### src/rtl/ms_pkg.sv
// Shared types and helpers for the multi-stream block arbiter.
// Latency: n/a (declarations only). Backpressure: n/a.
// Holds the arbiter state encoding, the tag-width helper and the reset block length.
package ms_pkg;

    typedef enum logic {
        ARB_IDLE  = 1'b0,
        ARB_BLOCK = 1'b1
    } arb_state_t;

    localparam int LEN_DEF = 23;

    function automatic int tag_w(input int flux);
        return (flux > 2) ? $clog2(flux) : 1;
    endfunction

endpackage

### src/rtl/ms_flow_fifo.sv
// Per-flow synchronous FIFO with registered full/empty flags.
// Latency: a push is visible at dout one cycle later (fall-through read of the head entry).
// Backpressure: writes while full are dropped unless a pop happens in the same cycle.
module ms_flow_fifo #(
    parameter int DW    = 8,
    parameter int DEPTH = 16
) (
    input  logic          clk,
    input  logic          rst,
    input  logic          push,
    input  logic [DW-1:0] din,
    input  logic          pop,
    output logic [DW-1:0] dout,
    output logic          full,
    output logic          empty
);

    localparam int AW = $clog2(DEPTH);

    logic [DW-1:0] mem [DEPTH];
    logic [AW-1:0] wr_ptr;
    logic [AW-1:0] rd_ptr;
    logic [AW:0]   count;
    logic [AW:0]   count_nxt;
    logic          do_push;
    logic          do_pop;

    // A pop frees the slot this cycle, so a concurrent push at full is kept.
    assign do_pop  = pop && !empty;
    assign do_push = push && (!full || do_pop);
    assign dout    = mem[rd_ptr];

    always_comb begin
        count_nxt = count;
        case ({do_push, do_pop})
            2'b10:   count_nxt = count + 1'b1;
            2'b01:   count_nxt = count - 1'b1;
            default: count_nxt = count;
        endcase
    end

    always_ff @(posedge clk or negedge rst) begin
        if (!rst) begin
            wr_ptr <= '0;
            rd_ptr <= '0;
            count  <= '0;
            full   <= 1'b0;
            empty  <= 1'b1;
        end else begin
            if (do_push) wr_ptr <= wr_ptr + 1'b1;
            if (do_pop)  rd_ptr <= rd_ptr + 1'b1;
            count <= count_nxt;
            full  <= (count_nxt == (AW+1)'(DEPTH));
            empty <= (count_nxt == '0);
        end
    end

    always_ff @(posedge clk) begin
        if (do_push) mem[wr_ptr] <= din;
    end

endmodule

### src/rtl/ms_block_arbiter.sv
// N-flow front end: per-flow FIFOs, round-robin grant of whole blocks to one output; MS_ARB_STATS_EN adds counters.
// Latency: pop in cycle t -> out_write/out_din in t+1; one idle bubble between blocks.
// Backpressure: out_full stalls the granted flow (no mid-block switch); in_full drops writes.
module ms_block_arbiter #(
    parameter int   FLUX    = 4,
    parameter int   DW      = 8,
    parameter int   DEPTH   = 16,
    parameter int   LENW    = 7,
    parameter int   LEN_DEF = ms_pkg::LEN_DEF,
    localparam int  TAGW    = ms_pkg::tag_w(FLUX)
) (
    input  logic                 clk,
    input  logic                 rst,
    input  logic [FLUX*DW-1:0]   in_din,
    input  logic [FLUX-1:0]      in_write,
    output logic [FLUX-1:0]      in_full,
    input  logic [TAGW+LENW-1:0] cfg_din,
    input  logic                 cfg_write,
    output logic                 cfg_err,
    output logic [TAGW+DW-1:0]   out_din,
    output logic                 out_write,
    input  logic                 out_full,
`ifdef MS_ARB_STATS_EN
    input  logic [TAGW-1:0]      stat_sel,
    output logic [31:0]          stat_tok,
    output logic [31:0]          stat_stall,
`endif
    output logic                 busy
);

    import ms_pkg::*;

    arb_state_t      state;
    logic [TAGW-1:0] ptr;
    logic [TAGW-1:0] cur;
    logic [LENW-1:0] cnt;
    logic [LENW-1:0] len_q [FLUX];
    logic [FLUX-1:0] fifo_empty;
    logic [FLUX-1:0] fifo_pop;
    logic [DW-1:0]   fifo_dout [FLUX];
    logic            pop;
    logic            found;
    logic [TAGW-1:0] pick;
    logic [TAGW-1:0] cfg_tag;
    logic [LENW-1:0] cfg_len;

    assign {cfg_tag, cfg_len} = cfg_din;

    for (genvar g = 0; g < FLUX; g++) begin : g_flow
        ms_flow_fifo #(.DW(DW), .DEPTH(DEPTH)) u_fifo (
            .clk   (clk),
            .rst   (rst),
            .push  (in_write[g]),
            .din   (in_din[g*DW +: DW]),
            .pop   (fifo_pop[g]),
            .dout  (fifo_dout[g]),
            .full  (in_full[g]),
            .empty (fifo_empty[g])
        );
    end

    assign pop = (state == ARB_BLOCK) && !fifo_empty[cur] && !out_full;

    always_comb begin
        fifo_pop      = '0;
        fifo_pop[cur] = pop;
    end

    // Walk backwards so the flow closest to ptr is the last (winning) assignment.
    always_comb begin
        found = 1'b0;
        pick  = ptr;
        for (int i = FLUX - 1; i >= 0; i--) begin
            logic [TAGW-1:0] idx;
            idx = TAGW'((int'(ptr) + i) % FLUX);
            if (!fifo_empty[idx]) begin
                found = 1'b1;
                pick  = idx;
            end
        end
    end

    always_ff @(posedge clk or negedge rst) begin
        if (!rst) begin
            state     <= ARB_IDLE;
            ptr       <= '0;
            cur       <= '0;
            cnt       <= '0;
            busy      <= 1'b0;
            out_write <= 1'b0;
            out_din   <= '0;
        end else begin
            out_write <= pop;
            if (pop) out_din <= {cur, fifo_dout[cur]};
            case (state)
                ARB_IDLE: begin
                    if (found) begin
                        cur   <= pick;
                        cnt   <= len_q[pick];
                        state <= ARB_BLOCK;
                        busy  <= 1'b1;
                    end
                end
                ARB_BLOCK: begin
                    if (pop) begin
                        cnt <= cnt - 1'b1;
                        if (cnt == LENW'(1)) begin
                            ptr   <= (cur == TAGW'(FLUX - 1)) ? '0 : cur + 1'b1;
                            state <= ARB_IDLE;
                            busy  <= 1'b0;
                        end
                    end
                end
                default: begin
                    state <= ARB_IDLE;
                    busy  <= 1'b0;
                end
            endcase
        end
    end

    // Length registers are read only at grant time, so an in-flight block keeps its count.
    always_ff @(posedge clk or negedge rst) begin
        if (!rst) begin
            for (int f = 0; f < FLUX; f++) len_q[f] <= LENW'(LEN_DEF);
            cfg_err <= 1'b0;
        end else begin
            cfg_err <= 1'b0;
            if (cfg_write && (int'(cfg_tag) < FLUX)) begin
                if (cfg_len == '0) cfg_err <= 1'b1;
                else               len_q[cfg_tag] <= cfg_len;
            end
        end
    end

`ifdef MS_ARB_STATS_EN
    logic [31:0] tok_cnt   [FLUX];
    logic [31:0] stall_cnt [FLUX];

    always_ff @(posedge clk or negedge rst) begin
        if (!rst) begin
            for (int f = 0; f < FLUX; f++) begin
                tok_cnt[f]   <= '0;
                stall_cnt[f] <= '0;
            end
        end else begin
            for (int f = 0; f < FLUX; f++) begin
                if (pop && (cur == TAGW'(f)) && (tok_cnt[f] != '1))
                    tok_cnt[f] <= tok_cnt[f] + 1'b1;
                if ((state == ARB_BLOCK) && !pop && (cur == TAGW'(f)) && (stall_cnt[f] != '1))
                    stall_cnt[f] <= stall_cnt[f] + 1'b1;
            end
        end
    end

    assign stat_tok   = (int'(stat_sel) < FLUX) ? tok_cnt[stat_sel]   : '0;
    assign stat_stall = (int'(stat_sel) < FLUX) ? stall_cnt[stat_sel] : '0;
`endif

endmodule

### config.mk
export PLATFORM = sky130hd
export DESIGN_NAME = ms_block_arbiter
export DESIGN_NICKNAME = d
export VERILOG_FILES = /design/src/rtl/ms_pkg.sv /design/src/rtl/ms_flow_fifo.sv /design/src/rtl/ms_block_arbiter.sv
export SDC_FILE = /design/constraint.sdc
export NUM_CORES = 1
export LEC_CHECK = 0
export BUFFER_PORTS_ARGS = -buffer_cell sky130_fd_sc_hd__buf_2
export CAP_MARGIN = 40
export CORE_MARGIN = 8
export CORE_UTILIZATION = 30
export DETAILED_ROUTE_END_ITERATION = 10
export PLACE_DENSITY = 0.48
export SLEW_MARGIN = 20
export SYNTH_ARGS = -nofsm -noshare
export SYNTH_HDL_FRONTEND = slang
export SYNTH_SLANG_ARGS = --single-unit
### constraint.sdc
create_clock -name clk -period 5.92 [get_ports clk]
set_clock_uncertainty 0.05 [all_clocks]
set_input_delay 0.296 -clock clk [delete_from_list [all_inputs] [get_ports clk]]
set_output_delay 0.296 -clock clk [all_outputs]
set_load 0.01 [all_outputs]
After elaboration in Yosys (flattened, before gate mapping)
Memories as Yosys holds them, arrays and structs flattened.
Cells that the tools add are included.
{ "word_totals": {"register_bits": 113, "ramBits": 512, "inputBits": 49, "out_inout_bits": 17, "word_cells": 181, "n_memories": 4} }
{ "memory_table": {"columns": ["memory", "depth", "word_bits", "rd", "rd_ports_with_merged_regs", "wr", "line", "source"], "rows": [
  ["g_flow[0].u_fifo.mem", 16, 8, 1, 0, 1, "ms_flow_fifo.sv:20", "logic [DW-1:0] mem [DEPTH];"],
  ["g_flow[1].u_fifo.mem", 16, 8, 1, 0, 1, "ms_flow_fifo.sv:20", null],
  ["g_flow[2].u_fifo.mem", 16, 8, 1, 0, 1, "ms_flow_fifo.sv:20", null],
  ["g_flow[3].u_fifo.mem", 16, 8, 1, 0, 1, "ms_flow_fifo.sv:20", null]
]} }
{ "op_classes": {"add_sub_neg": 21, "n_lt_le_gt_ge": 10, "n_eq_ne": 17, "mux": 55, "bitwise": 6, "n_reduce_logical": 36} }
{ "op_table": {"columns": ["operator", "count"], "rows": [
  ["$pmux 5 s2", 4],
  ["$mux 7", 5],
  ["$add 4x1->4 const B", 8],
  ["$bwmux 28", 1],
  ["$mux 1", 26],
  ["$add 5x1->5 const B", 4],
  ["$eq 5x5->1 const B", 4],
  ["$logic_not 5->1", 4],
  ["$sub 5x1->5 const B", 4],
  ["$bmux 8 s2", 1],
  ["$mux 8", 2],
  ["$lt 2x3->1 const B", 5],
  ["$bmux 7 s2", 1],
  ["$demux 7 s2", 1],
  ["$pmux 7 s2", 1],
  ["$logic_and 1x1->1", 12],
  ["$bmux 1 s2", 5],
  ["$eq 2x2->1 const B", 5],
  ["$logic_not 1->1", 10],
  ["$mux 2", 5],
  ["$ge 3x3->1 const B", 3],
  ["$not 2->3", 3],
  ["$eq 2x1->1 const B", 4],
  ["$eq 7x1->1 const B", 1],
  ["15 further kinds", 26]
]} }

Longest topological paths before layout
{ "logic_depth": {"word_depth": 13, "depth_mapped": 20, "ltp_nobuf": 17} }

Cells and area by module
A second synthesis with hierarchy kept.
{ "unflattened": {"hier_cells": 1376, "hier_area_um2": 26460.4} }
{ "by_module_without_submodules": {"columns": ["module", "n_inst", "cells_per_inst", "area_each_um2", "seq_area_each_um2"], "rows": [
  ["ms_flow_fifo (g_flow[0].u_fifo)", 1, 287, 5919.4, 4220.3],
  ["ms_flow_fifo (g_flow[1].u_fifo)", 1, 284, 5911.9, 4220.3],
  ["ms_flow_fifo (g_flow[3].u_fifo)", 1, 284, 5875.6, 4220.3],
  ["ms_flow_fifo (g_flow[2].u_fifo)", 1, 280, 5868.1, 4220.3],
  ["ms_block_arbiter", 1, 241, 2885.3, 1346.3]
]} }

Worst setup path before layout
OpenSTA, ideal clock, no wires.
{ "synth_timing": {"kind": "flip-flop to flip-flop", "start": "register g_flow[0].u_fifo.empty", "end": "register g_flow[3].u_fifo.full", "setup_time_ns": 0.073, "arrival_time_ns": 3.578, "t_required_ns": 5.797, "slack_ns": 2.219, "stages_incl_launch_ff": 21, "n_path_buf": 4, "synth_period_minus_slack_ns": 3.701, "path_cell_list": "dfstp_2 buf_2 mux2_2 nor2_2 nor2_2 inv_4 and3_1 buf_4 o21a_1 buf_4 inv_2 ha_1 clkbuf_1 xor2_1 ha_1 a21oi_1 xor2_1 nor2_1 xor2_1 or4_1 nor2b_1"} }
{ "synth_via": {"elab_chain_len": 12, "word_cells_on_any_way": 13, "cone_classes": "eq/ne (3); mux (3); bitwise (1); reduce/logical (6)"} }
{ "synth_rtl": {"columns": ["element", "line", "source"], "rows": [
  ["from (decl)", "ms_flow_fifo.sv:15", "output logic empty"],
  ["from (signal assigned)", "ms_flow_fifo.sv:54", "empty <= (count_nxt == '0);"],
  ["$bmux 1 s2 *", "ms_block_arbiter.sv:62", "assign pop = (state == ARB_BLOCK) && !fifo_empty[cur] && !out_full;"],
  ["$mux 1 (implied by the code) *", "ms_block_arbiter.sv:62", null],
  ["$logic_not 1->1 *", "ms_block_arbiter.sv:62", null],
  ["$logic_and 1x1->1 * (2 in series)", "ms_block_arbiter.sv:62", null],
  ["named net pop", "ms_block_arbiter.sv:41", "logic pop;"],
  ["$and 4x4->4 (no line) *", null, null],
  ["$logic_and 1x1->1 *", "ms_flow_fifo.sv:29", "assign do_pop = pop && !empty;"],
  ["named net g_flow[3].u_fifo.do_pop", "ms_flow_fifo.sv:26", "logic do_pop;"],
  ["$logic_or 1x1->1", "ms_flow_fifo.sv:30", "assign do_push = push && (!full || do_pop);"],
  ["$logic_and 1x1->1", "ms_flow_fifo.sv:30", null],
  ["$eq 2x1->1 / $eq 2x2->1 (equally long branches)", "ms_flow_fifo.sv:35", "case ({do_push, do_pop})"],
  ["$pmux 5 s2 *", "ms_flow_fifo.sv:35", null],
  ["named net g_flow[3].u_fifo.count_nxt[2]", "ms_flow_fifo.sv:24", "logic [AW:0] count_nxt;"],
  ["$eq 5x5->1 *", "ms_flow_fifo.sv:53", "full <= (count_nxt == (AW+1)'(DEPTH));"],
  ["to (signal assigned)", "ms_flow_fifo.sv:53", null],
  ["to (decl)", "ms_flow_fifo.sv:14", "output logic full,"]
]} }
The timed path passes the listed nets; every way through them passes the cells marked *. The select of a mux whose other input is x is not followed.
A chain may end at the register's enable or synchronous reset.

Final worst setup path
{ "layout_timing": {"start": "register g_flow[2].u_fifo.empty", "end": "register g_flow[3].u_fifo.full"} }
{ "layout_via": {"elab_chain_len": 12, "word_cells_on_any_way": 13, "cone_classes": "eq/ne (3); mux (3); bitwise (1); reduce/logical (6)"} }
{ "layout_rtl": {"columns": ["element", "line"], "rows": [
  ["from (decl)", "ms_flow_fifo.sv:15"],
  ["from (signal assigned)", "ms_flow_fifo.sv:54"],
  ["$bmux 1 s2 *", "ms_block_arbiter.sv:62"],
  ["$mux 1 (implied by the code) *", "ms_block_arbiter.sv:62"],
  ["$logic_not 1->1 *", "ms_block_arbiter.sv:62"],
  ["$logic_and 1x1->1 * (2 in series)", "ms_block_arbiter.sv:62"],
  ["named net pop", "ms_block_arbiter.sv:41"],
  ["$and 4x4->4 (no line) *", null],
  ["$logic_and 1x1->1 *", "ms_flow_fifo.sv:29"],
  ["$logic_or 1x1->1", "ms_flow_fifo.sv:30"],
  ["$logic_and 1x1->1", "ms_flow_fifo.sv:30"],
  ["$eq 2x1->1 / $eq 2x2->1 (equally long branches)", "ms_flow_fifo.sv:35"],
  ["$pmux 5 s2 *", "ms_flow_fifo.sv:35"],
  ["named net g_flow[3].u_fifo.count_nxt[4]", "ms_flow_fifo.sv:24"],
  ["$eq 5x5->1 *", "ms_flow_fifo.sv:53"]
]} }
Marked as above.

==> out/qor.yml <==
final_core_util: 0.3564
n_fill_cell: 8047
rr_endpoint: "g_flow[3].u_fifo.full"
pwr-share-comb: 0.206
cp_top_family: "simple AND/OR/NAND/NOR gates"
r2r_slack_ns: 1.37
async_flop_share: 0.1808
insertion_delay_ns: 0.61
yosysWarnings: 0
rows: 107
core-area_um2: 85150
cts_resized: 0
synth_cell_types: 60
antenna_left: 0
syn-cell-area_um2: 25730
max_stage_delay_ns: 0.61
crit_slowest_cell: "dfstp_2"
end_kind: "flop"
irDropWorstVdd_v: 0.0001999
routedWlPerCell_um: 21.05
synth_ff_type: "edfxtp_1"
grt_max_degree: 41
cts_tree: "yes"
routed_wl_um: 59020
multi_input_area_um2: 7086
overflow: 0
synth_nets: 1527
pre_cts_ws_ns: 1.444
switchingPower_mw: 3.686
r2r-start: "g_flow[2].u_fifo.empty"
first_global_vias: 13822
tns_ns: 0
cts_num_sinks: 625
finalCriticalPeriod_ns: 4.555
drtPass1Iterations: 5
area_delta_synth_final_pct: 17.92
nNetsFinal: 1690
routabilityCongestion: 0.8062
power_density_nw_per_um2: 415.4
clk_pin_slew_ns: 0.06
r2r_cells: 16
area.sequential_um2: 18230
seq_area_frac_synth: 0.7084
cp_num_buf_inv: 2
synth.avg_cell_area_um2: 17.87
initial_core_util: 0.3022
die_h_um: 308.9
final_area_um2: 30340
hold_class: "primary input to flop"
finalSetupViolCount: 0
ys_ff_latch: 625
worstMarginPinSlew_ns: 0.8312
cp-start-kind: "flop"
max_freq_ghz: 0.2196
cap_violations: 0
synth_edf_count: 512
postCtsSetupBuffers: 0
die-width_um: 308.9
clockBufferDepth: 3
fp.dieArea_um2: 95400
finalNonFillerCells: 2804
antenna_found_initial: 2
grt_usage: 0.1225
cp_data_required_time_ns: 6.40
holdPathStages: 1
p_seq_frac: 0.466
hold_end: "g_flow[2].u_fifo.mem[9][0]"
finalMaxSlewViolations: 0
drt_iter0_drc: 1003
place_area_um2: 27790
cts_buffers: 71
max-slew-margin-rel: 0.4416
layout-drive-gt1-share: 0.2815
dp.cells: 2641
vias: 13281
synthCells: 1440
internal_power_mw: 8.917
drc: 0
swShare: 0.2925
arrival_ns: 5.04
hold_path.startpoint: "in_din[16]"
cts-root-buf: "clkbuf_16"
fin_crit_sh: 0.7693
hold_viol_final: 0
io_buffers: 65
path_class: "flop to flop"
rsz0062_at_grt: "no"
h-tree-depth: 3
worstPathCellList: "mux2_2 > nor2_1 > nor2_2 > inv_4 > and3_1 > o21a_1 > inv_2 > ha_1 > xor2_1 > ha_1 > nor2b_1 > a22oi_1 > o32a_1 > nor2_1 > xor2_1 > nor2b_1"
fin_ws_ns: 1.366
status: "complete, no violations"
via_per_inst: 4.736
ioPinCount: 66
path_max_fanout: 12
grt_pass1_wl_um: 88670
power_leakage_nw: 10.15
clock_power_share: 0.328
dp_hpwl_um: 40030
through the flow:
stage	power, mW	hold slack (ns)
2_1_floorplan	7.547	-0.04959
3_3_place_gp	8.483	0.1855
3_5_place_dp	8.585	0.1909
4_1_cts	12.80	0.001229
5_1_grt	13.22	0.01333
6_report	12.60	0.03924
power groups by stage:
stage / Clock, mW / Sequential, mW / Combinational, mW
2_1_floorplan: 0 / 5.72 / 1.83
3_3_place_gp: 0 / 5.97 / 2.51
3_5_place_dp: 0 / 5.96 / 2.63
4_1_cts: 4.27 / 5.87 / 2.66
5_1_grt: 4.42 / 5.94 / 2.85
6_report: 4.14 / 5.87 / 2.60
synthesized netlist by cell type (5+ instances only):
cell / number / share of area
buf_1: 11 / 0.0016
edfxtp_1: 512 / 0.60
ha_1: 38 / 0.018
nand4_1: 15 / 0.0036
a211oi_1: 14 / 0.0041
dfstp_2: 20 / 0.020
and2_1: 13 / 0.0032
clkbuf_1: 29 / 0.0042
mux2_2: 51 / 0.022
nand2_1: 38 / 0.0055
o21ai_0: 32 / 0.0062
dfrtp_1: 93 / 0.090
nand3_1: 8 / 0.0016
nor4_1: 14 / 0.0034
o31ai_1: 5 / 0.0015
inv_1: 37 / 0.0054
nor2b_1: 24 / 0.0058
nor2_1: 70 / 0.010
a2111oi_0: 5 / 0.0017
and3_1: 5 / 0.0012
nand3b_1: 6 / 0.0018
xnor2_1: 25 / 0.0085
nand2b_1: 10 / 0.0024
nor3_1: 33 / 0.0064
buf_4: 12 / 0.0035
xor2_1: 23 / 0.0078
or4_1: 7 / 0.0020
a22oi_1: 9 / 0.0026
buf_2: 21 / 0.0041
mux2i_1: 35 / 0.014
a21oi_1: 36 / 0.0070
mux4_2: 130 / 0.11
o22ai_1: 6 / 0.0015
logic make-up (layout without fill, tap and decap cells):
group / after synthesis / after routing / synth area share
AOI/OAI and AO/OA: 129 / 129 / 0.03166
adders and majority gates: 38 / 38 / 0.01848
other: 0 / 1 / 0
DFF: 625 / 625 / 0.7084
buffers and inverters: 114 / 333 / 0.01950
and+or+nand+nor: 270 / 270 / 0.05592
muxes: 216 / 216 / 0.1497
xor gates and xnor gates: 48 / 48 / 0.01634
worst reg2reg max path, cell delays in order (launching register included):
cell	delay, ns
dfstp_2	0.61
mux2_2	0.20
nor2_1	0.06
nor2_2	0.61
inv_4	0.14
and3_1	0.36
o21a_1	0.33
inv_2	0.19
ha_1	0.34
xor2_1	0.19
ha_1	0.22
nor2b_1	0.20
a22oi_1	0.12
o32a_1	0.30
nor2_1	0.16
xor2_1	0.25
nor2b_1	0.16
sequential cells by signal, summed over array words and instances (netlist names):
register / cells
busy: 1
cfg_err: 1
cnt: 7
cur: 2
g_flow.u_fifo.count: 20
g_flow.u_fifo.empty: 4
g_flow.u_fifo.full: 4
g_flow.u_fifo.mem: 512
g_flow.u_fifo.rd_ptr: 16
g_flow.u_fifo.wr_ptr: 16
len_q: 28
out_din: 10
out_write: 1
ptr: 2
state: 1
per-layer routing:
layer	track usage	share of wire
met5	0	0
met4	0.03010	0.018
met3	0.02427	0.036
met2	0.2075	0.50
met1	0.1618	0.45
worst max-delay path by stage:
stage | from | endpoint | slack, ns | cells after the start
after floorplan | g_flow[0].u_fifo.empty | g_flow[3].u_fifo.full | 2.22 | 20
after global placement | g_flow[0].u_fifo.empty | g_flow[3].u_fifo.empty | 1.59 | 16
after detailed placement | g_flow[2].u_fifo.empty | g_flow[3].u_fifo.full | 1.44 | 16
after CTS | g_flow[2].u_fifo.empty | g_flow[3].u_fifo.full | 1.39 | 16
after global routing | g_flow[2].u_fifo.empty | g_flow[3].u_fifo.full | 1.06 | 16
final | g_flow[2].u_fifo.empty | g_flow[3].u_fifo.full | 1.37 | 16
area by class of cell:
cell class                      count  share of cell area
Clock buffer                       97             0.06589
Inverter                           41            0.005154
Antenna cell                        1          0.00008247
Tap cell                         1144             0.04717
Clock inverter                     32            0.006845
Sequential cell                   625              0.6008
Multi-Input combinational cell    701              0.2335
Timing Repair Buffer              163             0.04049
layout by cell type, fill, tap and decap left out, types with 9 or more instances in the layout:
| master | netlist | layout |
|---|---|---|
| a211oi_1 | 14 | 14 |
| a21oi_1 | 36 | 36 |
| a22oi_1 | 9 | 9 |
| and2_1 | 13 | 13 |
| buf_2 | 21 | 64 |
| buf_4 | 12 | 61 |
| clkbuf_1 | 29 | 18 |
| clkbuf_16 | 0 | 75 |
| clkinv_1 | 0 | 12 |
| clkinv_2 | 0 | 11 |
| dfrtp_1 | 93 | 90 |
| dfstp_2 | 20 | 20 |
| dlygate4sd3_1 | 0 | 28 |
| edfxtp_1 | 512 | 512 |
| ha_1 | 38 | 38 |
| inv_1 | 37 | 37 |
| mux2_2 | 51 | 51 |
| mux2i_1 | 35 | 35 |
| mux4_2 | 130 | 130 |
| nand2_1 | 38 | 38 |
| nand2b_1 | 10 | 10 |
| nand4_1 | 15 | 15 |
| nor2_1 | 70 | 70 |
| nor2b_1 | 24 | 24 |
| nor3_1 | 33 | 25 |
| o21ai_0 | 32 | 32 |
| xnor2_1 | 25 | 25 |
| xor2_1 | 23 | 23 |
timing repair:
| item | 4_1_cts | 5_1_grt |
|---|---|---|
| hold endpoints to repair | 251 | 0 |
| hold buffers | 28 | 0 |
| endpoints found under the setup margin | 0 | 0 |
No activity file was read; power rests on OpenSTA's default activity.
